**config.mk**
```make
export PLATFORM = sky130hd
export DESIGN_NAME = decoder_3_8_stream
export DESIGN_NICKNAME = d
export VERILOG_FILES = /design/src/rtl/decoder_3_8_stream.sv
export SDC_FILE = /design/constraint.sdc
export NUM_CORES = 1
export LEC_CHECK = 0
export ABC_AREA = 1
export CORE_MARGIN = 2
export CORE_UTILIZATION = 44
export DETAILED_ROUTE_END_ITERATION = 10
export GPL_ROUTABILITY_DRIVEN = 1
export PLACE_DENSITY_LB_ADDON = 0.1
export SLEW_MARGIN = 25
export SYNTH_ARGS = -nofsm -noshare
export SYNTH_HDL_FRONTEND = slang
export SYNTH_SLANG_ARGS = --single-unit
```
**constraint.sdc**
```tcl
create_clock -name clk -period 3.45 [get_ports clk]
set_input_delay 0.5175 -clock clk [delete_from_list [all_inputs] [get_ports clk]]
set_output_delay 0.5175 -clock clk [all_outputs]
set_load 0.02 [all_outputs]
```
**src/rtl/decoder_3_8_stream.sv**
```systemverilog
// Registered 3-to-8 one-hot decoder with valid/ready on both sides and a
// two-entry skid buffer; sticky coverage and saturating transfer count for debug.
module decoder_3_8_stream #(
    parameter int unsigned CNT_W = 8
) (
    input  logic             clk,
    input  logic             rst_n,
    input  logic [2:0]       in_code,
    input  logic             in_en,
    input  logic             in_valid,
    output logic             in_ready,
    output logic [7:0]       out_onehot,
    output logic             out_valid,
    input  logic             out_ready,
    output logic [7:0]       seen,
    input  logic             seen_clr,
    output logic [CNT_W-1:0] xfer_cnt
);

    typedef enum logic [1:0] {
        EMPTY = 2'd0,
        ONE   = 2'd1,
        FULL  = 2'd2
    } state_t;

    state_t     state, state_nxt;
    logic [7:0] main_q, skid_q;
    logic [7:0] value;
    logic       acc, xfer;

    assign value = in_en ? (8'b1 << in_code) : 8'h00;
    assign acc   = in_valid & in_ready;
    assign xfer  = out_valid & out_ready;

    always_ff @(posedge clk or negedge rst_n) begin
        if (!rst_n) state <= EMPTY;
        else        state <= state_nxt;
    end

    always_comb begin
        state_nxt = state;
        unique case (state)
            EMPTY: if (acc) state_nxt = ONE;
            ONE: begin
                if (acc && !xfer)      state_nxt = FULL;
                else if (xfer && !acc) state_nxt = EMPTY;
            end
            FULL:  if (xfer) state_nxt = ONE;
            default: state_nxt = EMPTY;
        endcase
    end

    // Handshake flags depend only on the state register, never on in_*/out_ready.
    always_comb begin
        in_ready   = 1'b1;
        out_valid  = 1'b0;
        out_onehot = 8'h00;
        unique case (state)
            EMPTY: begin
                in_ready  = 1'b1;
                out_valid = 1'b0;
            end
            ONE: begin
                in_ready   = 1'b1;
                out_valid  = 1'b1;
                out_onehot = main_q;
            end
            FULL: begin
                in_ready   = 1'b0;
                out_valid  = 1'b1;
                out_onehot = main_q;
            end
            default: begin
                in_ready  = 1'b1;
                out_valid = 1'b0;
            end
        endcase
    end

    always_ff @(posedge clk or negedge rst_n) begin
        if (!rst_n) begin
            main_q <= '0;
            skid_q <= '0;
        end else begin
            unique case (state)
                EMPTY: if (acc) main_q <= value;
                ONE: begin
                    if (acc && xfer) main_q <= value;
                    else if (acc)    skid_q <= value;
                end
                FULL:  if (xfer) main_q <= skid_q;
                default: ;
            endcase
        end
    end

    // Clear takes priority, then the coincident transfer is counted on top of it.
    always_ff @(posedge clk or negedge rst_n) begin
        if (!rst_n) begin
            seen     <= '0;
            xfer_cnt <= '0;
        end else if (seen_clr) begin
            seen     <= xfer ? out_onehot : 8'h00;
            xfer_cnt <= xfer ? CNT_W'(1) : '0;
        end else if (xfer) begin
            seen <= seen | out_onehot;
            if (xfer_cnt != '1) xfer_cnt <= xfer_cnt + CNT_W'(1);
        end
    end

endmodule

```
# Yosys cells after proc, flatten, opt, wreduce, memory -nomap -nowiden
# Cells that the tools add are included.
# totals
register_bits,34
input_bits,9
output_inout_bits,26
wordCells,52
# op_classes
addsub,1
eq_ne,7
shifts,1
mux,20
bitwise_logic,4
reduce_logical,14
# op_table
op,n
$mux W8,11
$pmux W8 S3,1
$add A8 B1 Y8 const B,1
$mux W2,4
$ne A8 B8 Y1 const B,1
$or A8 B8 Y8,1
$shl A1 B3 Y8 const A,1
$ne A2 B2 Y1 const B,3
$pmux W2 S3,1
$reduce_and A3 Y1,2
$reduce_and A4 Y1,1
$reduce_bool A2 Y1,2
$logic_and A1 B1 Y1,3
$mux W1,3
$ne A3 B3 Y1 const B,1
$reduce_bool A3 Y1,1
$and A1 B1 Y1,2
$eq A2 B1 Y1 const B,1
$eq A2 B2 Y1 const B,1
$logic_not A1 Y1,2
$logic_not A2 Y1,1
$reduce_and A2 Y1,1
$reduce_or A2 Y1,1
$not A1 Y1,1

# Depth between registers and ports, before layout
# Gate-level depths: netlist of the first run.
# logic_depth
ltp_word,8
ltp_mapped,10
depth_no_buf,9

# Worst setup path after synthesis of the first run
# No wires, ideal clock.
# synth_path
path_type,reg-to-reg
startpoint,register state[0]
endpoint,register main_q[1]
setup_time_ps,121
arrival_ps,1840
t_required_ps,3329
slack_ps,1489
path_stages_with_launch,11
path_buffers,1
period_less_slack_ps,1961
path_cell_list,dfrtp_1 inv_1 ha_1 buf_4 nand2_4 inv_4 ha_1 o21bai_4 nor2_8 nand2_1 nand2_1
# synth_between
elab_chain_len,7
word_cells_on_any_way,15
# synth_lines
element,line_no,text
start: declaration,26,"state_t state, state_nxt;"
start signal: assignment,37,else state <= state_nxt;
$eq A2 B2 Y1 or $eq A2 B1 Y1 (tied branches),58,unique case (state)
$reduce_or A2 Y1 (no line) (*),--,
$mux W1 (*),58,
named net out_valid,13,"output logic out_valid,"
$and A1 B1 Y1 (*),33,assign xfer = out_valid & out_ready;
$logic_and A1 B1 Y1,88,if (acc && xfer) main_q <= value;
$ne A2 B2 Y1 (no line),--,
$reduce_and A4 Y1 (no line) (*),--,
end signal: assignment,86,EMPTY: if (acc) main_q <= value;
end signal: assignment,88,
end signal: assignment,91,FULL: if (xfer) main_q <= skid_q;
end: declaration,27,"logic [7:0] main_q, skid_q;"
# Mark *: on every way through the listed nets, which the timed path passes. The rest lies on a longest branch.
# A chain may end at the register's enable or synchronous reset.

# Worst setup path in the final report of the first run
# layout_path
startpoint,register state[0]
endpoint,output port out_onehot[5]
# layout_between
elab_chain_len,3
word_cells_on_any_way,4
# layout_lines
element,line_no,text
$eq A2 B2 Y1 or $eq A2 B1 Y1 (tied branches),58,
$reduce_or A2 Y1 (no line) (*),--,
$mux W8 (*),58,
end: declaration,12,"output logic [7:0] out_onehot,"
# Every way passes the cells marked *; elsewhere a longest branch is shown, timed or not.

==> flow_summary.toml, run 1 <==
[run_status]
status = "complete, no violations"

[final_layout]
utilization_pct = 57.9
synthToLayoutAreaGrowth_pct = 25.7
nets = 297
diodes = 0
fin_area_mm2 = 0.00235
drive_above_1_share_pct = 9.96
fin_cells = 331
nFillCells = 392

[worst_hold_path]
hp-class = "reg -> reg"

[logic_synthesis]
synth_area_mm2 = 0.00187
yosys.area_share.simple_pct = 27.4
avgSynthCellArea_um2 = 7.73
synth_mux_area_share_pct = 0
synth_fa_ha_area_share_pct = 5.35
synth_warnings = 0
synth_top_family_by_area = "simple AND/OR/NAND/NOR gates"
synth_nets = 259
synthXorXnorAreaFrac_pct = 0
syn_inst = 242
ys_ff_latch = 34
ys_top_cells_by_area = "dfrtp_1 45%, nand2_1 17%, o21ai_1 7.5%"
synth.distinct_cells = 25
seq_area_frac_synth_pct = 45.5
synth_top_area_share_pct = 45.5
synth_compound_area_share_pct = 13.6
synth_area_leader_cell = "dfrtp_1"

[timing]
setup-violations-final = 0
fin_crit_sh_pct = 75.9
slew_headroom_pct = 65.9
fin_setup_tns_ns = 0
whs_ns = 0.483
final-max-slew-violation-count = 0
hold_viol = 0
tightestPinTransition_ns = 0.511
rsz0062_at_grt = "no"
max_freq_ghz = 0.382
period_minus_slack_ns = 2.62
fin_skew_ns = 0.00760

[placed_design]
dpl.hpwl_um = 2830
port_buffers = 34
place_area_mm2 = 0.00226
post-place-cells = 323
place_congestion = 0.785

[floorplanning]
core_area_mm2 = 0.00406
die_x_um = 69.2
ioPinCount = 35
dieHeight_um = 69.2
initial_utilization_pct = 46.1
die_area_mm2 = 0.00479
row_count = 23

[power]
power.density_mw_per_mm2 = 646
power.leakage_nw = 1.18
peakVddDrop_mv = 0.326

[route]
routedWlPerCell_um = 11.5
antenna_left = 0
drtPass1Iterations = 4
wirelength_um = 3800
drc_errors = 0
drt_iter0_markers = 81
vias_per_cell = 4.65
vias = 1539

[global_routing]
antenna_found_initial = 0
grt_max_degree = 35
grt_pass1_vias = 1398
grt_first_pass_wirelength_um = 6640
overflow = 0
grtUsageTotal_pct = 17.3

[setup_path]
startpoint_type = "flop"
cp_slowest_stage_delay_ns = 0.59
critPathRequiredTime_ns = 2.93
critical_path_class = "reg -> out"
crit_top_cell = "inv_1"
cp_slowest_cell = "clkdlybuf4s50_1"
cp_data_arrival_time_ns = 2.10
crit_chain = "inv_1 > ha_1 > nand2_1 > inv_1 > clkdlybuf4s50_1"
crit_path_end_kind = "primary output"
path_max_fanout = 10
cpLargestDelayFamily = "buffers and inverters"
path_buf_inv = 3

[cts]
clockBufferDepth = 2
cts_buffers = 5
cts_setup_buffers = 0
htreeDepth = 2
cts-hold-fix-buffers = 0
cts.sinks = 34
cts.repair.resized = 0
cts-root-buf = "clkbuf_8"
clkLatencyLatePin_ns = 0.29
clk_pin_slew_ns = 0.07
cts_tree = "yes"

[job]
max-cap-violations = 0
tightest hold or removal path: stages, from the launching register on:
cell,delay (ns)
dfrtp_1,0.34
o21ai_1,0.06
nand2_1,0.05
cells in the mapped netlist:
library cell	instances
a21o_1	1
a21oi_1	6
buf_2	2
buf_4	1
buf_6	1
clkbuf_1	1
clkinv_4	1
dfrtp_1	34
ha_1	8
inv_1	24
inv_2	4
inv_4	1
nand2_1	86
nand2_2	3
nand2_4	3
nand3_1	8
nor2_1	14
nor2_2	3
nor2_8	1
nor3_1	1
o21ai_0	7
o21ai_1	28
o21ai_2	1
o21bai_1	2
o21bai_4	1
worst paths after layout:
kind | start | end | slack [ns] | depth (start not counted)
setup reg to reg | state[0] | skid_q[7] | 1.38 | 7
max in group asynchronous | rst_n | skid_q[0] | 2.51 | 2
hold / removal | main_q[2] | main_q[2] | 0.48 | 2
setup / recovery | state[0] | out_onehot[5] | 0.83 | 5
min in group asynchronous | rst_n | xfer_cnt[3] | 0.64 | 2
hold reg to reg | main_q[2] | main_q[2] | 0.48 | 2
sequential cells by signal (all words and copies together) (netlist names):
register and count:
xfer_cnt 8, state 2, skid_q 8, seen 8, main_q 8
layout make-up:
class | count | area, um2 | area share, %
multi-input combinational | 173 | 867 | 36.9
sequential | 34 | 851 | 36.2
timing repair buffer | 36 | 355 | 15.1
inverter | 30 | 120 | 5.11
clock buffer | 6 | 82.6 | 3.51
tap | 50 | 62.6 | 2.66
clock inverter | 2 | 12.5 | 0.532
metrics by stage:
step	setup WS, ns	total power (W)
floorplan	1.49	0.00101
global placement	1.18	0.00121
detailed placement	1.12	0.00123
CTS	0.794	0.00154
global route	0.665	0.00163
finish	0.831	0.00152
kinds of logic after synthesis:
family                   after synthesis
adder cells (fa/ha/maj)                8
AO/OA/AOI/OAI                         46
flip-flops                            34
AND/OR/NAND/NOR                      119
buffers and inverters                 35
where the power goes:
part	total (W)	switching (W)	internal, W
logic	0.000651	0.000403	0.000248
registers	0.000561	0.0000630	0.000498
clock network	0.000307	0.000147	0.000160
total	0.00152	0.000613	0.000907
routing by layer:
layer / GRT usage [%] / wire length (um)
met3: 5.67 / 241
met2: 23.3 / 1460
met5: 0 / 0
met1: 25.8 / 2030
met4: 6.54 / 70
layout by cell type (no fill, tap or decap), drive strengths merged:
cell / count
o21ai: 36
nand2: 92
dfrtp: 34
ha: 8
inv: 29
a21oi: 6
o21bai: 3
clkinv: 2
a21o: 1
nor2: 18
buf: 2
clkbuf: 6
nor3: 1
clkinvlp: 1
clkdlybuf4s50: 34
nand3: 8
Note: power is estimated with default switching activity, not from simulation.
==> run 2: changes to the inputs <==
clock period = 2.1 ns   (was 3.45 ns; I/O delays follow)
==> run 2 against run 1 <==
Effect of this change:
- non-clock buffer count up 4
- via count up 2.1%
- worst setup slack worse by 0.69 ns
- clock-buffer cell count rose by 1
- sequential cell count unchanged
- first-iteration DRC count decreased by 1.2%
- final area rose by 0.69%
==> flow_summary.toml, run 2 (synthesis gave the netlist of run 1 again) <==
[run_status]
status = "complete, no violations"

[setup_path]
crit_start = "state[1]"
cpLargestDelayFamily = "adder cells"
r2r_end = "main_q[4]"
path_max_fanout = 9
crit_chain = "inv_1 > ha_2 > buf_4 > nand2_4 > inv_4 > ha_1 > o21bai_4 > nor2_8 > nand2_1 > nand2_1"
critPathRequiredTime_ns = 2.27
cp_data_arrival_time_ns = 2.14
crit_path_end_kind = "flop"
startpoint_type = "flop"
r2r_cells = 10
critical_path_class = "reg -> reg"
worstReg2RegStart = "state[1]"
path_buf_inv = 3
cp_slowest_stage_delay_ns = 0.38
crit_top_cell = "nand2_1"
cp_slowest_cell = "dfrtp_1"
reg2reg_setup_slack_ns = 0.14

[cts]
clockBufferDepth = 2
cts.sinks = 34
cts_setup_buffers = 0
cts-root-buf = "clkbuf_8"
clkLatencyLatePin_ns = 0.29
cts_buffers = 5
cts-hold-fix-buffers = 0
cts.repair.resized = 11
clk_pin_slew_ns = 0.07
htreeDepth = 2
cts_tree = "yes"

[timing]
final-max-slew-violation-count = 0
fin_skew_ns = 0.00304
hold_viol = 0
fin_crit_sh_pct = 93.5
max_freq_ghz = 0.509
tightestPinTransition_ns = 0.441
setup-violations-final = 0
period_minus_slack_ns = 1.96
slew_headroom_pct = 70.6
timing.final.ws_setup_ns = 0.136
rsz0062_at_grt = "no"
fin_setup_tns_ns = 0

[route]
drc_errors = 0
wirelength_um = 3820
vias_per_cell = 4.69
antenna_left = 0
routedWlPerCell_um = 11.4
drtPass1Iterations = 4
drt_iter0_markers = 80
vias = 1571

[final_layout]
diodes = 0
utilization_pct = 58.3
final_common_cell = "nand2_1"
layout_common_cells = "86 x nand2_1, 34 x dfrtp_1, 28 x o21ai_1, 24 x inv_1, 24 x clkdlybuf4s50_1"
drive_above_1_share_pct = 11.2
nets = 301
fin_cells = 335
synthToLayoutAreaGrowth_pct = 26.6

[global_routing]
grt_max_degree = 35
grt_first_pass_wirelength_um = 6530
overflow = 0
antenna_found_initial = 0
grtUsageTotal_pct = 17.0
grt_pass1_vias = 1408

[floorplanning]
die_x_um = 69.2
initial_utilization_pct = 46.1
dieHeight_um = 69.2
row_count = 23
die_area_mm2 = 0.00479
core_area_mm2 = 0.00406
ioPinCount = 35

[power]
power_w = 0.00251
power.density_mw_per_mm2 = 1060
peakVddDrop_mv = 0.715
power.leakage_nw = 1.24

[placed_design]
post-place-ws_ns = 0.0910
dpl.hpwl_um = 2870
place_congestion = 0.802
port_buffers = 34
post-place-cells = 327

[job]
max-cap-violations = 0

[worst_hold_path]
hp-class = "in -> async"
run 2: how the worst max path moves through the flow:
stage / endpoint / slack [ns] / depth (start not counted)
after floorplan: main_q[1] / 0.14 / 10
after global placement: main_q[1] / 0.13 / 10
after detailed placement: main_q[0] / 0.09 / 10
after CTS: main_q[4] / 0.12 / 10
after global routing: main_q[4] / 0.002 / 10
final: main_q[4] / 0.14 / 10
run 2: final cells by class:
class	count	area [um2]
clock buffers	7	86.3
clock inverters	1	5.00
fillers	374	1690
inverters	30	120
multi-input cells	173	870
flip-flops and latches	34	851
well taps	50	62.6
repair buffers	40	373
run 2: metrics by stage:
| step | hold WS (ns) | area (um2) |
|---|---|---|
| 3_5_place_dp | 0.475 | 2290 |
| 4_1_cts | 0.454 | 2370 |
| 3_3_place_gp | 0.470 | 2290 |
| 6_report | 0.441 | 2370 |
| 2_1_floorplan | 0.0194 | 1870 |
| 5_1_grt | 0.507 | 2370 |
run 2: per-layer routing:
metal / vias to the layer above / global-route usage [%] / routed length, um
li1: 845 / - / -
met1: 686 / 25.4 / 2000
met2: 34 / 23.1 / 1540
met3: 6 / 5.09 / 217
met4: 0 / 6.54 / 64
met5: - / 0 / 0
run 2: power by group:
group / internal, W / total (W) / leakage [nW] / switching (W)
sequential: 0.000819 / 0.000916 / 0.464 / 0.0000972
combinational: 0.000423 / 0.00109 / 0.724 / 0.000668
clock: 0.000264 / 0.000501 / 0.0482 / 0.000237
total: 0.00151 / 0.00251 / 1.24 / 0.00100
==> run 3: changes to the inputs <==
CTS_BUF_LIST = sky130_fd_sc_hd__clkbuf_8   (was unset)
MAX_ROUTING_LAYER = met4   (was unset)
==> run 3 against run 2 <==
Effect of this change:
- hold slack improved by 0.0021 ns
- maximum frequency barely moved
- global-route usage rose by 0.49 points
- clock power fell by 1%
- power fell by 0.26%
- sequential share of layout area did not move
- critical path depth did not move
- utilization did not move
- largest power group unchanged
==> flow_summary.toml, run 3 (synthesis gave the netlist of run 1 again) <==
[run_status]
status = "complete, no violations"

[timing]
final-max-slew-violation-count = 0
hold_viol = 0
tightestPinTransition_ns = 0.442
fin_setup_tns_ns = 0
fin_skew_ns = 0.00437
setup-violations-final = 0
whs_ns = 0.443
timing.final.ws_setup_ns = 0.135
rsz0062_at_grt = "no"
max_freq_ghz = 0.509
slew_headroom_pct = 70.5
period_minus_slack_ns = 1.97
fin_crit_sh_pct = 93.6

[power]
power.leakage_nw = 1.24
switching_power_w = 0.00100
peakVddDrop_mv = 0.714
pwr-share-clk_pct = 19.8
power_w = 0.00250
power.density_mw_per_mm2 = 1060
seq_power_share_pct = 36.6
internal_power_w = 0.00150
p_comb_share_pct = 43.6
swShare_pct = 40.0

[cts]
clk_pin_slew_ns = 0.07
cts_setup_buffers = 0
clockBufferDepth = 2
cts_tree = "yes"
clkLatencyLatePin_ns = 0.29
cts-hold-fix-buffers = 0
cts.sinks = 34
cts_buffers = 5
htreeDepth = 2
cts-root-buf = "clkbuf_8"

[floorplanning]
core_area_mm2 = 0.00406
row_count = 23
dieHeight_um = 69.2
die_area_mm2 = 0.00479
die_x_um = 69.2
initial_utilization_pct = 46.1
ioPinCount = 35

[final_layout]
drive_above_1_share_pct = 11.2
synthToLayoutAreaGrowth_pct = 26.6
nets = 301
diodes = 0
final_common_cell = "nand2_1"
layout_common_cells = "86 x nand2_1, 34 x dfrtp_1, 28 x o21ai_1, 25 x inv_1, 24 x clkdlybuf4s50_1"
nFillCells = 374

[global_routing]
grt_max_degree = 35
grt_pass1_vias = 1408
antenna_found_initial = 0
overflow = 0
grtUsageTotal_pct = 17.5
grt_first_pass_wirelength_um = 6530

[placed_design]
post-place-ws_ns = 0.0910
dpl.hpwl_um = 2870
place_congestion = 0.813
port_buffers = 34

[setup_path]
cp_slowest_stage_delay_ns = 0.38
crit_chain = "inv_1 > ha_2 > buf_4 > nand2_4 > inv_4 > ha_1 > o21bai_4 > nor2_8 > nand2_1 > nand2_1"
startpoint_type = "flop"
cp_data_arrival_time_ns = 2.14
critical_path_class = "reg -> reg"
cp_slowest_cell = "dfrtp_1"
crit_path_end_kind = "flop"
crit_top_cell = "nand2_1"
path_buf_inv = 3
critPathRequiredTime_ns = 2.27
cpLargestDelayFamily = "adder cells"
path_max_fanout = 9

[route]
antenna_left = 0
drtPass1Iterations = 4
drc_errors = 0
drt_iter0_markers = 80
wirelength_um = 3810
vias_per_cell = 4.69
routedWlPerCell_um = 11.4
vias = 1572

[worst_hold_path]
hp-class = "in -> async"

[job]
max-cap-violations = 0
[run 3: changes by cell type in the layout (fill, tap and decap cells not counted), sizes merged]
cell,before,now
inv,29,30
clkbuf,7,6
[run 3: worst paths after layout]
path                       cells after the start  slack (ns)       from           to
max                                           10        0.13   state[1]    main_q[4]
max in group asynchronous                      2        1.34      rst_n    skid_q[1]
min in group clk                               2        0.49  main_q[5]    main_q[5]
min                                            2        0.44      rst_n  xfer_cnt[2]
max reg2reg                                   10        0.13   state[1]    main_q[4]
min reg2reg                                    2        0.49  main_q[5]    main_q[5]
[run 3: power groups by stage]
stage,clock network (W),registers (W),logic [W]
2_1_floorplan,0,0.000978,0.000681
3_3_place_gp,0,0.000923,0.00111
3_5_place_dp,0,0.000925,0.00113
4_1_cts,0.000516,0.000915,0.00111
5_1_grt,0.000535,0.000939,0.00122
6_report,0.000495,0.000916,0.00109
[run 3: what timing repair did]
action | CTS | global route
hold endpoints to repair | 0 | 0
endpoints found under the setup margin | 10 | 0
gates resized for setup | 11 | 0
[run 3: through the flow]
step / instance area, um2 / cells / util (%)
floorplan: 1870 / 242 / -
global placement: 2290 / 327 / 56.3
detailed placement: 2290 / 327 / 56.3
CTS: 2370 / 335 / 58.3
global route: 2370 / 335 / 58.3
finish: 2370 / 335 / 58.3
[run 3: layout make-up]
| cell class | count | area (um2) | area share, % |
|---|---|---|---|
| tap | 50 | 62.6 | 2.64 |
| multi-input combinational | 173 | 870 | 36.7 |
| inverter | 30 | 120 | 5.07 |
| clock inverter | 2 | 8.76 | 0.370 |
| timing repair buffer | 40 | 373 | 15.8 |
| sequential | 34 | 851 | 35.9 |
| clock buffer | 6 | 82.6 | 3.49 |
[run 3: routing by layer]
layer | vias to the layer above | share of wire (%) | GRT usage [%]
li1 | 845 | - | -
met1 | 687 | 52 | 25.4
met2 | 34 | 40 | 23.1
met3 | 6 | 5.7 | 5.09
met4 | 0 | 1.7 | 6.54
met5 | - | 0 | -
[run 3: worst reg2reg max path: stages, from the launching register on]
cell and delay, ns:
dfrtp_1 0.38, inv_1 0.09, ha_2 0.33, buf_4 0.17, nand2_4 0.10, inv_4 0.05
ha_1 0.20, o21bai_4 0.30, nor2_8 0.09, nand2_1 0.08, nand2_1 0.06
